`src/rtl/stereo_gain_scheduler_if.sv`:
```
// Sample/volume bus of the stereo gain scheduler: two input FIFOs (FWFT read side),
// two output FIFOs (write side) and the host volume controls.
interface stereo_gain_scheduler_if #(
  parameter int DATA_SIZE = 32
);
  logic [DATA_SIZE-1:0] vol_target;
  logic                 vol_load;
  logic [DATA_SIZE-1:0] vol_cur;
  logic                 l_in_empty;
  logic                 l_in_rd_en;
  logic [DATA_SIZE-1:0] l_in_dout;
  logic                 r_in_empty;
  logic                 r_in_rd_en;
  logic [DATA_SIZE-1:0] r_in_dout;
  logic                 l_out_full;
  logic                 l_out_wr_en;
  logic [DATA_SIZE-1:0] l_out_din;
  logic                 r_out_full;
  logic                 r_out_wr_en;
  logic [DATA_SIZE-1:0] r_out_din;
  logic                 busy;

  // The scheduler is the master: it pops the input FIFOs and pushes the output FIFOs.
  modport master (
    input  vol_target, vol_load,
    input  l_in_empty, l_in_dout, r_in_empty, r_in_dout,
    input  l_out_full, r_out_full,
    output vol_cur, l_in_rd_en, r_in_rd_en,
    output l_out_wr_en, l_out_din, r_out_wr_en, r_out_din, busy
  );

  modport slave (
    output vol_target, vol_load,
    output l_in_empty, l_in_dout, r_in_empty, r_in_dout,
    output l_out_full, r_out_full,
    input  vol_cur, l_in_rd_en, r_in_rd_en,
    input  l_out_wr_en, l_out_din, r_out_wr_en, r_out_din, busy
  );
endinterface

```
`src/rtl/stereo_gain_scheduler.sv`:
```
// Shares one signed multiplier between left and right audio channels and ramps the
// volume toward the host target once per stereo pair (on each right-channel write).
module stereo_gain_scheduler #(
  parameter int DATA_SIZE = 32,
  parameter int BITS      = 10,
  parameter int RAMP_STEP = 16
) (
  input  logic                    clock,
  input  logic                    reset,
  stereo_gain_scheduler_if.master bus
);
  localparam int PW = 2 * DATA_SIZE;
  localparam logic signed [DATA_SIZE-1:0] UNITY   = DATA_SIZE'(1 << BITS);
  localparam logic signed [DATA_SIZE-1:0] STEP_V  = DATA_SIZE'(RAMP_STEP);
  localparam logic signed [DATA_SIZE:0]   STEP_W  = (DATA_SIZE + 1)'(RAMP_STEP);
  localparam logic signed [DATA_SIZE:0]   NSTEP_W = -STEP_W;
  localparam logic LEFT  = 1'b0;
  localparam logic RIGHT = 1'b1;

  typedef enum logic [1:0] {
    S_IDLE  = 2'd0,
    S_MUL   = 2'd1,
    S_WRITE = 2'd2
  } state_t;

  state_t state, state_next;

  logic                        ptr;
  logic                        ch;
  logic signed [DATA_SIZE-1:0] x;
  logic signed [DATA_SIZE-1:0] vol;
  logic signed [DATA_SIZE-1:0] vol_tgt;
  logic signed [DATA_SIZE-1:0] vol_ramp;
  logic signed [DATA_SIZE:0]   diff;
  logic signed [PW-1:0]        prod;
  logic                        prod_unused;
  logic                        l_elig, r_elig, grant_l, grant_r;

  assign l_elig = !bus.l_in_empty && !bus.l_out_full;
  assign r_elig = !bus.r_in_empty && !bus.r_out_full;

  // The pointer only breaks ties; a lone eligible channel is always served.
  assign grant_l = (state == S_IDLE) && l_elig && (!r_elig || ptr == LEFT);
  assign grant_r = (state == S_IDLE) && r_elig && (!l_elig || ptr == RIGHT);

  always_ff @(posedge clock or negedge reset) begin
    if (!reset) state <= S_IDLE;
    else        state <= state_next;
  end

  always_comb begin
    state_next = state;
    case (state)
      S_IDLE:  if (grant_l || grant_r) state_next = S_MUL;
      S_MUL:   state_next = S_WRITE;
      S_WRITE: state_next = S_IDLE;
      default: state_next = S_IDLE;
    endcase
  end

  always_comb begin
    bus.l_in_rd_en  = grant_l;
    bus.r_in_rd_en  = grant_r;
    bus.l_out_wr_en = 1'b0;
    bus.r_out_wr_en = 1'b0;
    bus.busy        = (state != S_IDLE);
    if (state == S_WRITE) begin
      bus.l_out_wr_en = (ch == LEFT);
      bus.r_out_wr_en = (ch == RIGHT);
    end
  end

  // Difference is one bit wider so opposite-sign extremes cannot wrap.
  assign diff = (DATA_SIZE + 1)'(vol_tgt) - (DATA_SIZE + 1)'(vol);

  always_comb begin
    if (diff > STEP_W)       vol_ramp = vol + STEP_V;
    else if (diff < NSTEP_W) vol_ramp = vol - STEP_V;
    else                     vol_ramp = vol_tgt;
  end

  always_ff @(posedge clock or negedge reset) begin
    if (!reset) begin
      x       <= '0;
      ch      <= LEFT;
      prod    <= '0;
      ptr     <= LEFT;
      vol     <= UNITY;
      vol_tgt <= UNITY;
    end else begin
      if (bus.vol_load) vol_tgt <= bus.vol_target;
      if (grant_l) begin
        x  <= bus.l_in_dout;
        ch <= LEFT;
      end else if (grant_r) begin
        x  <= bus.r_in_dout;
        ch <= RIGHT;
      end
      if (state == S_MUL) prod <= PW'(x) * PW'(vol);
      if (state == S_WRITE) begin
        ptr <= ~ch;
        if (ch == RIGHT) vol <= vol_ramp;
      end
    end
  end

  // Taking bits [BITS +: DATA_SIZE] is the floor shift by BITS, truncated without saturation.
  assign bus.l_out_din = prod[BITS +: DATA_SIZE];
  assign bus.r_out_din = prod[BITS +: DATA_SIZE];
  assign bus.vol_cur   = vol;
  assign prod_unused   = ^{prod[PW-1:BITS+DATA_SIZE], prod[BITS-1:0]};
endmodule

```
`src/flat_wrapper.sv`:
```
// flat-port wrapper written by rule: the top's interface ports become plain ports
module stereo_gain_scheduler_flat 
#(
  parameter int DATA_SIZE = 32,
  parameter int BITS      = 10,
  parameter int RAMP_STEP = 16
)
  (clock, reset, bus_vol_target, bus_vol_load, bus_l_in_empty, bus_l_in_dout, bus_r_in_empty, bus_r_in_dout, bus_l_out_full, bus_r_out_full, bus_vol_cur, bus_l_in_rd_en, bus_r_in_rd_en, bus_l_out_wr_en, bus_l_out_din, bus_r_out_wr_en, bus_r_out_din, bus_busy);
  stereo_gain_scheduler_if #(.DATA_SIZE(DATA_SIZE)) bus_i ();
  input  logic clock;
  input  logic reset;
  input wire logic [$bits(bus_i.vol_target)-1:0] bus_vol_target;
  input wire logic [$bits(bus_i.vol_load)-1:0] bus_vol_load;
  input wire logic [$bits(bus_i.l_in_empty)-1:0] bus_l_in_empty;
  input wire logic [$bits(bus_i.l_in_dout)-1:0] bus_l_in_dout;
  input wire logic [$bits(bus_i.r_in_empty)-1:0] bus_r_in_empty;
  input wire logic [$bits(bus_i.r_in_dout)-1:0] bus_r_in_dout;
  input wire logic [$bits(bus_i.l_out_full)-1:0] bus_l_out_full;
  input wire logic [$bits(bus_i.r_out_full)-1:0] bus_r_out_full;
  output wire logic [$bits(bus_i.vol_cur)-1:0] bus_vol_cur;
  output wire logic [$bits(bus_i.l_in_rd_en)-1:0] bus_l_in_rd_en;
  output wire logic [$bits(bus_i.r_in_rd_en)-1:0] bus_r_in_rd_en;
  output wire logic [$bits(bus_i.l_out_wr_en)-1:0] bus_l_out_wr_en;
  output wire logic [$bits(bus_i.l_out_din)-1:0] bus_l_out_din;
  output wire logic [$bits(bus_i.r_out_wr_en)-1:0] bus_r_out_wr_en;
  output wire logic [$bits(bus_i.r_out_din)-1:0] bus_r_out_din;
  output wire logic [$bits(bus_i.busy)-1:0] bus_busy;
  assign bus_i.vol_target = bus_vol_target;
  assign bus_i.vol_load = bus_vol_load;
  assign bus_i.l_in_empty = bus_l_in_empty;
  assign bus_i.l_in_dout = bus_l_in_dout;
  assign bus_i.r_in_empty = bus_r_in_empty;
  assign bus_i.r_in_dout = bus_r_in_dout;
  assign bus_i.l_out_full = bus_l_out_full;
  assign bus_i.r_out_full = bus_r_out_full;
  assign bus_vol_cur = bus_i.vol_cur;
  assign bus_l_in_rd_en = bus_i.l_in_rd_en;
  assign bus_r_in_rd_en = bus_i.r_in_rd_en;
  assign bus_l_out_wr_en = bus_i.l_out_wr_en;
  assign bus_l_out_din = bus_i.l_out_din;
  assign bus_r_out_wr_en = bus_i.r_out_wr_en;
  assign bus_r_out_din = bus_i.r_out_din;
  assign bus_busy = bus_i.busy;
  stereo_gain_scheduler #(.DATA_SIZE(DATA_SIZE), .BITS(BITS), .RAMP_STEP(RAMP_STEP)) u_core (.clock(clock), .reset(reset), .bus(bus_i));
endmodule
```
`config.mk`:
```
export PLATFORM = sky130hd
export DESIGN_NAME = stereo_gain_scheduler_flat
export DESIGN_NICKNAME = d
export VERILOG_FILES = /design/src/rtl/stereo_gain_scheduler_if.sv /design/src/rtl/stereo_gain_scheduler.sv /design/src/flat_wrapper.sv
export SDC_FILE = /design/constraint.sdc
export NUM_CORES = 2
export LEC_CHECK = 0
export ABC_AREA = 1
export BUFFER_PORTS_ARGS = -buffer_cell sky130_fd_sc_hd__buf_2
export CORE_ASPECT_RATIO = 0.75
export CORE_UTILIZATION = 60
export CTS_CLUSTER_DIAMETER = 200
export CTS_CLUSTER_SIZE = 30
export DETAILED_ROUTE_END_ITERATION = 10
export PLACE_DENSITY = 0.79
export SLEW_MARGIN = 20
export SYNTH_ARGS = -nofsm -noshare
export SYNTH_HDL_FRONTEND = slang
export SYNTH_SLANG_ARGS = --single-unit
```
`constraint.sdc`:
```
create_clock -name clock -period 8.55 [get_ports clock]
set_input_delay 0 -clock clock [delete_from_list [all_inputs] [get_ports clock]]
set_output_delay 0 -clock clock [all_outputs]
set_load 0.02 [all_outputs]
```
-- Word-level counts from Yosys, hierarchy flattened
Cells that the tools add are included.
W data, S select, Z words.
- logic and storage cells: 47
- bits of input ports: 103
- bits in registers: 142
- output and inout port bits: 101
- multiply operators: 1
- add/sub/neg operators: 3
- $lt $le $gt $ge: 2
- equality and inequality tests: 3
- mux-type cells: 10
- bitwise logic cells: 2
- reductions and logical operators: 19
- operators with widths (cell ; count):
    $mux W32 ; 4
    $mul A32 B32 Y42 ; 1
    $gt A33 B6 Y1 const B ; 1
    $lt A33 B5 Y1 const B ; 1
    $sub A32 B32 Y33 ; 1
    $add A32 B6 Y32 const B ; 1
    $sub A32 B6 Y32 const B ; 1
    $logic_and A1 B1 Y1 ; 6
    $logic_not A1 Y1 ; 6
    $mux W1 ; 4
    $pmux W2 S2 ; 1
    $reduce_bool A2 Y1 ; 2
    $logic_or A1 B1 Y1 ; 3
    $eq A2 B1 Y1 const B ; 1
    $eq A2 B2 Y1 const B ; 1
    $logic_not A2 Y1 ; 1
    $mux W2 ; 1
    $ne A2 B2 Y1 const B ; 1
    $not A1 Y1 ; 2
    $reduce_and A2 Y1 ; 1

-- Depth between registers and ports, before layout
- depth after elaboration: 8
- mapped depth: 34

-- Worst setup path after synthesis
Ideal clock, no wire load.
- path kind: flip-flop to flip-flop
- start point: reg u_core.vol[13], in the netlist u_core.bus.vol_cur[13]
- end point: reg u_core.prod[36]
- data arrival time: 7.069 ns
- data required time: 8.432 ns
- stages on the path, launching flop included: 33
- slack: 1.363 ns
- cell sequence: dfrtp_1 -> clkbuf_1 -> clkbuf_1 -> buf_1 -> nand2_1 -> fa_1 -> inv_1 -> fa_1 -> fa_1 -> inv_1 -> fa_1 -> inv_1 -> fa_1 -> inv_1 -> fa_1 -> inv_1 -> fa_1 -> inv_1 -> fa_1 -> inv_1 -> ha_1 -> nand2_1 -> o21ai_0 -> inv_1 -> o21ai_0 -> o21bai_1 -> a21oi_1 -> o21ai_0 -> nand3_1 -> nand2_1 -> or2_2 -> nand3_1 -> nand2_1
- word-level cells in the longest chain between the ends: 1
- ends and longest elaborated chain (element ; RTL line ; text):
    start, declared ; stereo_gain_scheduler.sv:31 ; logic signed [DATA_SIZE-1:0] vol;
    start signal, assigned ; stereo_gain_scheduler.sv:102 ; if (ch == RIGHT) vol <= vol_ramp;
    $mul A32 B32 Y42 ; stereo_gain_scheduler.sv:99 ; if (state == S_MUL) prod <= PW'(x) * PW'(vol);
    end signal, assigned ; stereo_gain_scheduler.sv:99 ;
    end, declared ; stereo_gain_scheduler.sv:35 ; logic signed [PW-1:0] prod;
Every way passes these cells.
A chain may end at the register's enable or synchronous reset.

-- Worst setup path after layout
- start point: reg u_core.vol[3], in the netlist u_core.bus.vol_cur[3]
- end point: reg u_core.prod[41]
The elaborated chain is that of the path after synthesis.

==> results.cfg <==
[synth]
avgSynthCellArea_um2 = 7.28
ys_types = 47
synthArstFlopShare = 1.00
synthCells = 5000
synth_edf_count = 0
ys_seq_area_frac = 0.0908
synth_area_um2 = 36400
synthFlopType = dfrtp_1
mappedNetlistNets = 5989
synth_warnings = 0
ys_ff_latch = 132

[final_layout]
layout_commonest_cell = inv_1
nNetsFinal = 6138
n_antenna_cell = 0
fillerInstances = 5108
seqCellArea_um2 = 3310
drive_above_1_share = 0.0771
final_cell_mix = inv_1, nand2_1, fa_1, nand3_1, buf_2
area_growth_pct = 8.62
multi_input_area_um2 = 26500

[cts]
clkTransAtPathRegs_ns = 0.08
htree_levels = 4
cts_num_sinks = 132
cts_tree = built
cts_buffer_depth = 2
post_cts_buffers = 0
clk_latency_ns = 0.51
cts_resized = 0
cts_root_buf = clkbuf_16
numCtsBuffers = 17

[place]
io_buffers = 203
dp_hpwl_um = 93400
gp_congestion = 1.05
pre_cts_ws_ns = 0.521

[grt]
grt.overflow.total = 0
antenna_found_initial = 1
grt_pass1_wl_um = 182000
grt_max_degree = 76
grt_usage = 0.390
first_global_vias = 33500

[route]
wl_um = 114000
vias = 32300
vias_per_cell = 5.43
drc = 0
post_drt_wl_per_cell_um = 19.2
drt_iter0_markers = 3473
dr.pass1.iters = 7
antenna_left = 0

[floorplanning]
start_util = 0.613
die_w_um = 286
fp.dieH_um = 215
io_pins = 204
core_um2 = 59400
num_rows = 77
die_area_um2 = 61700

[critical_path]
start_kind = flop
cp-end-kind = flop
regToRegStartpoint = u_core.bus.vol_cur[3]
cp.arrival_ns = 8.54
timing_worst_setup_path_type = reg2reg
cp_max_fo = 23
crit_required_ns = 8.99
reg2reg_slack_ns = 0.44
rr_worst_depth = 24
r2r-end = u_core.prod[41]

[timing]
period_share = 0.948
fin_crit_ns = 8.11
report.final.slew_viol_count = 0
finalSetupViolations = 0
clock_skew_ns = 0.0239
timing_hold_violations_final = 0
max_freq_mhz = 123
setup_tns_ns = 0
worst_slack_ns = 0.442
worst_pin_slew_ns = 1.12
slew_headroom = 0.254
rsz0062_at_grt = no

[min_path]
holdPathEnd = u_core.x[14]
holdCritPathClass = in2reg
holdCritStartpoint = bus_l_in_dout[14]
whs_path_depth = 3

[job]
maxCapViolCount = 0

[run_status]
status = finished, final reports clean
[flip-flops by register name, summed over array words and instances (netlist names)]
name / count
u_core.ptr: 1
u_core.state: 2
u_core.prod: 32
u_core.ch: 1
u_core.x: 32
u_core.vol_tgt: 32
u_core.bus.vol_cur: 32
[layer usage]
layer | global-route usage | share of wire | vias to the layer above
met5 | 0 | 0.000096 | -
met4 | 0.186 | 0.056 | 2
met3 | 0.117 | 0.12 | 354
met2 | 0.583 | 0.43 | 1890
met1 | 0.519 | 0.39 | 15600
li1 | - | - | 14500
[worst max-delay path by stage]
stage | from | endpoint | slack (ns)
after floorplan | u_core.bus.vol_cur[13] | u_core.prod[36] | 1.36
after CTS | u_core.bus.vol_cur[3] | u_core.prod[41] | 0.56
after detailed placement | u_core.bus.vol_cur[3] | u_core.prod[41] | 0.52
after global routing | u_core.bus.vol_cur[3] | u_core.prod[41] | 0.08
final | u_core.bus.vol_cur[3] | u_core.prod[41] | 0.44
after global placement | u_core.x[8] | u_core.prod[34] | 0.66
[what timing repair did]
action | in CTS | in global routing
hold endpoints to repair | 138 | 0
setup endpoints to repair | 0 | 0
hold buffers | 97 | 0
[cell usage after synthesis (2+ instances only)]
cell type | n | share of area
a21boi_0 | 3 | 0.00062
a21o_1 | 2 | 0.00041
a21oi_1 | 74 | 0.010
a221oi_1 | 2 | 0.00048
a31oi_1 | 22 | 0.0038
and2_1 | 2 | 0.00034
and3_1 | 4 | 0.00069
buf_1 | 43 | 0.0044
buf_2 | 10 | 0.0014
buf_4 | 41 | 0.0085
clkbuf_1 | 161 | 0.017
clkinv_1 | 9 | 0.00093
dfrtp_1 | 130 | 0.089
dfstp_2 | 2 | 0.0014
fa_1 | 695 | 0.38
ha_1 | 191 | 0.066
inv_1 | 1445 | 0.15
inv_2 | 17 | 0.0018
mux2_2 | 22 | 0.0068
nand2_1 | 1361 | 0.14
nand2_2 | 5 | 0.00086
nand2_4 | 2 | 0.00062
nand3_1 | 206 | 0.028
nand3b_1 | 11 | 0.0023
nand4_1 | 27 | 0.0046
nor2_1 | 202 | 0.021
nor2_2 | 6 | 0.0010
nor3_1 | 26 | 0.0036
nor3_2 | 3 | 0.00082
nor4_1 | 10 | 0.0017
o21a_1 | 4 | 0.00082
o21ai_0 | 109 | 0.015
o21ai_1 | 5 | 0.00069
o21bai_1 | 10 | 0.0021
o22ai_1 | 7 | 0.0012
or2_2 | 13 | 0.0022
xnor2_1 | 31 | 0.0075
xor2_1 | 78 | 0.019
[kinds of logic (layout without fill, tap and decap cells)]
group,Yosys count,count (layout),synth area share
mux,22,22,0.00680
xor+xnor,109,109,0.0262
flops,132,132,0.0908
simple gates,1884,1884,0.210
buf+inv,1726,1888,0.182
compound gates,241,241,0.0358
fa+ha+maj,886,886,0.448
[metrics by stage]
stage | hold slack [ns] | std cells | cell area [um2] | util
after CTS | 0.0541 | 5952 | 39600 | 0.665
final | 0.0762 | 5952 | 39600 | 0.665
after detailed placement | 0.116 | 5823 | 38000 | 0.639
after floorplan | -0.296 | 5000 | 36400 | -
after global placement | 0.112 | 5823 | 38000 | 0.639
after global routing | 0.0840 | 5952 | 39600 | 0.665
[critical path: stages, from the launching register on]
cell and delay [ns]:
dfrtp_1 1.07, nand2_1 0.26, fa_1 0.61, fa_1 0.58
inv_1 0.07, fa_1 0.58, inv_1 0.13, fa_1 0.50
inv_1 0.06, fa_1 0.49, fa_1 0.57, fa_1 0.44
fa_1 0.48, ha_1 0.43, a21oi_1 0.28, nor2_1 0.07
o21ai_0 0.27, nand2_1 0.11, a31oi_1 0.20, nand2_1 0.08
a31oi_1 0.40, inv_1 0.08, nand3_1 0.09, nand3_1 0.07
nand2_1 0.07
[layout make-up]
cell class	instances	share of cell area
multi-input cells	3142	0.670
inverters	1471	0.140
repair buffers	385	0.0668
clock buffers	19	0.0114
flip-flops and latches	132	0.0836
well taps	790	0.0250
clock inverters	13	0.00405
Power is not shown: default switching activity piles up to over one toggle a cycle in this logic, so the estimate is an artifact.
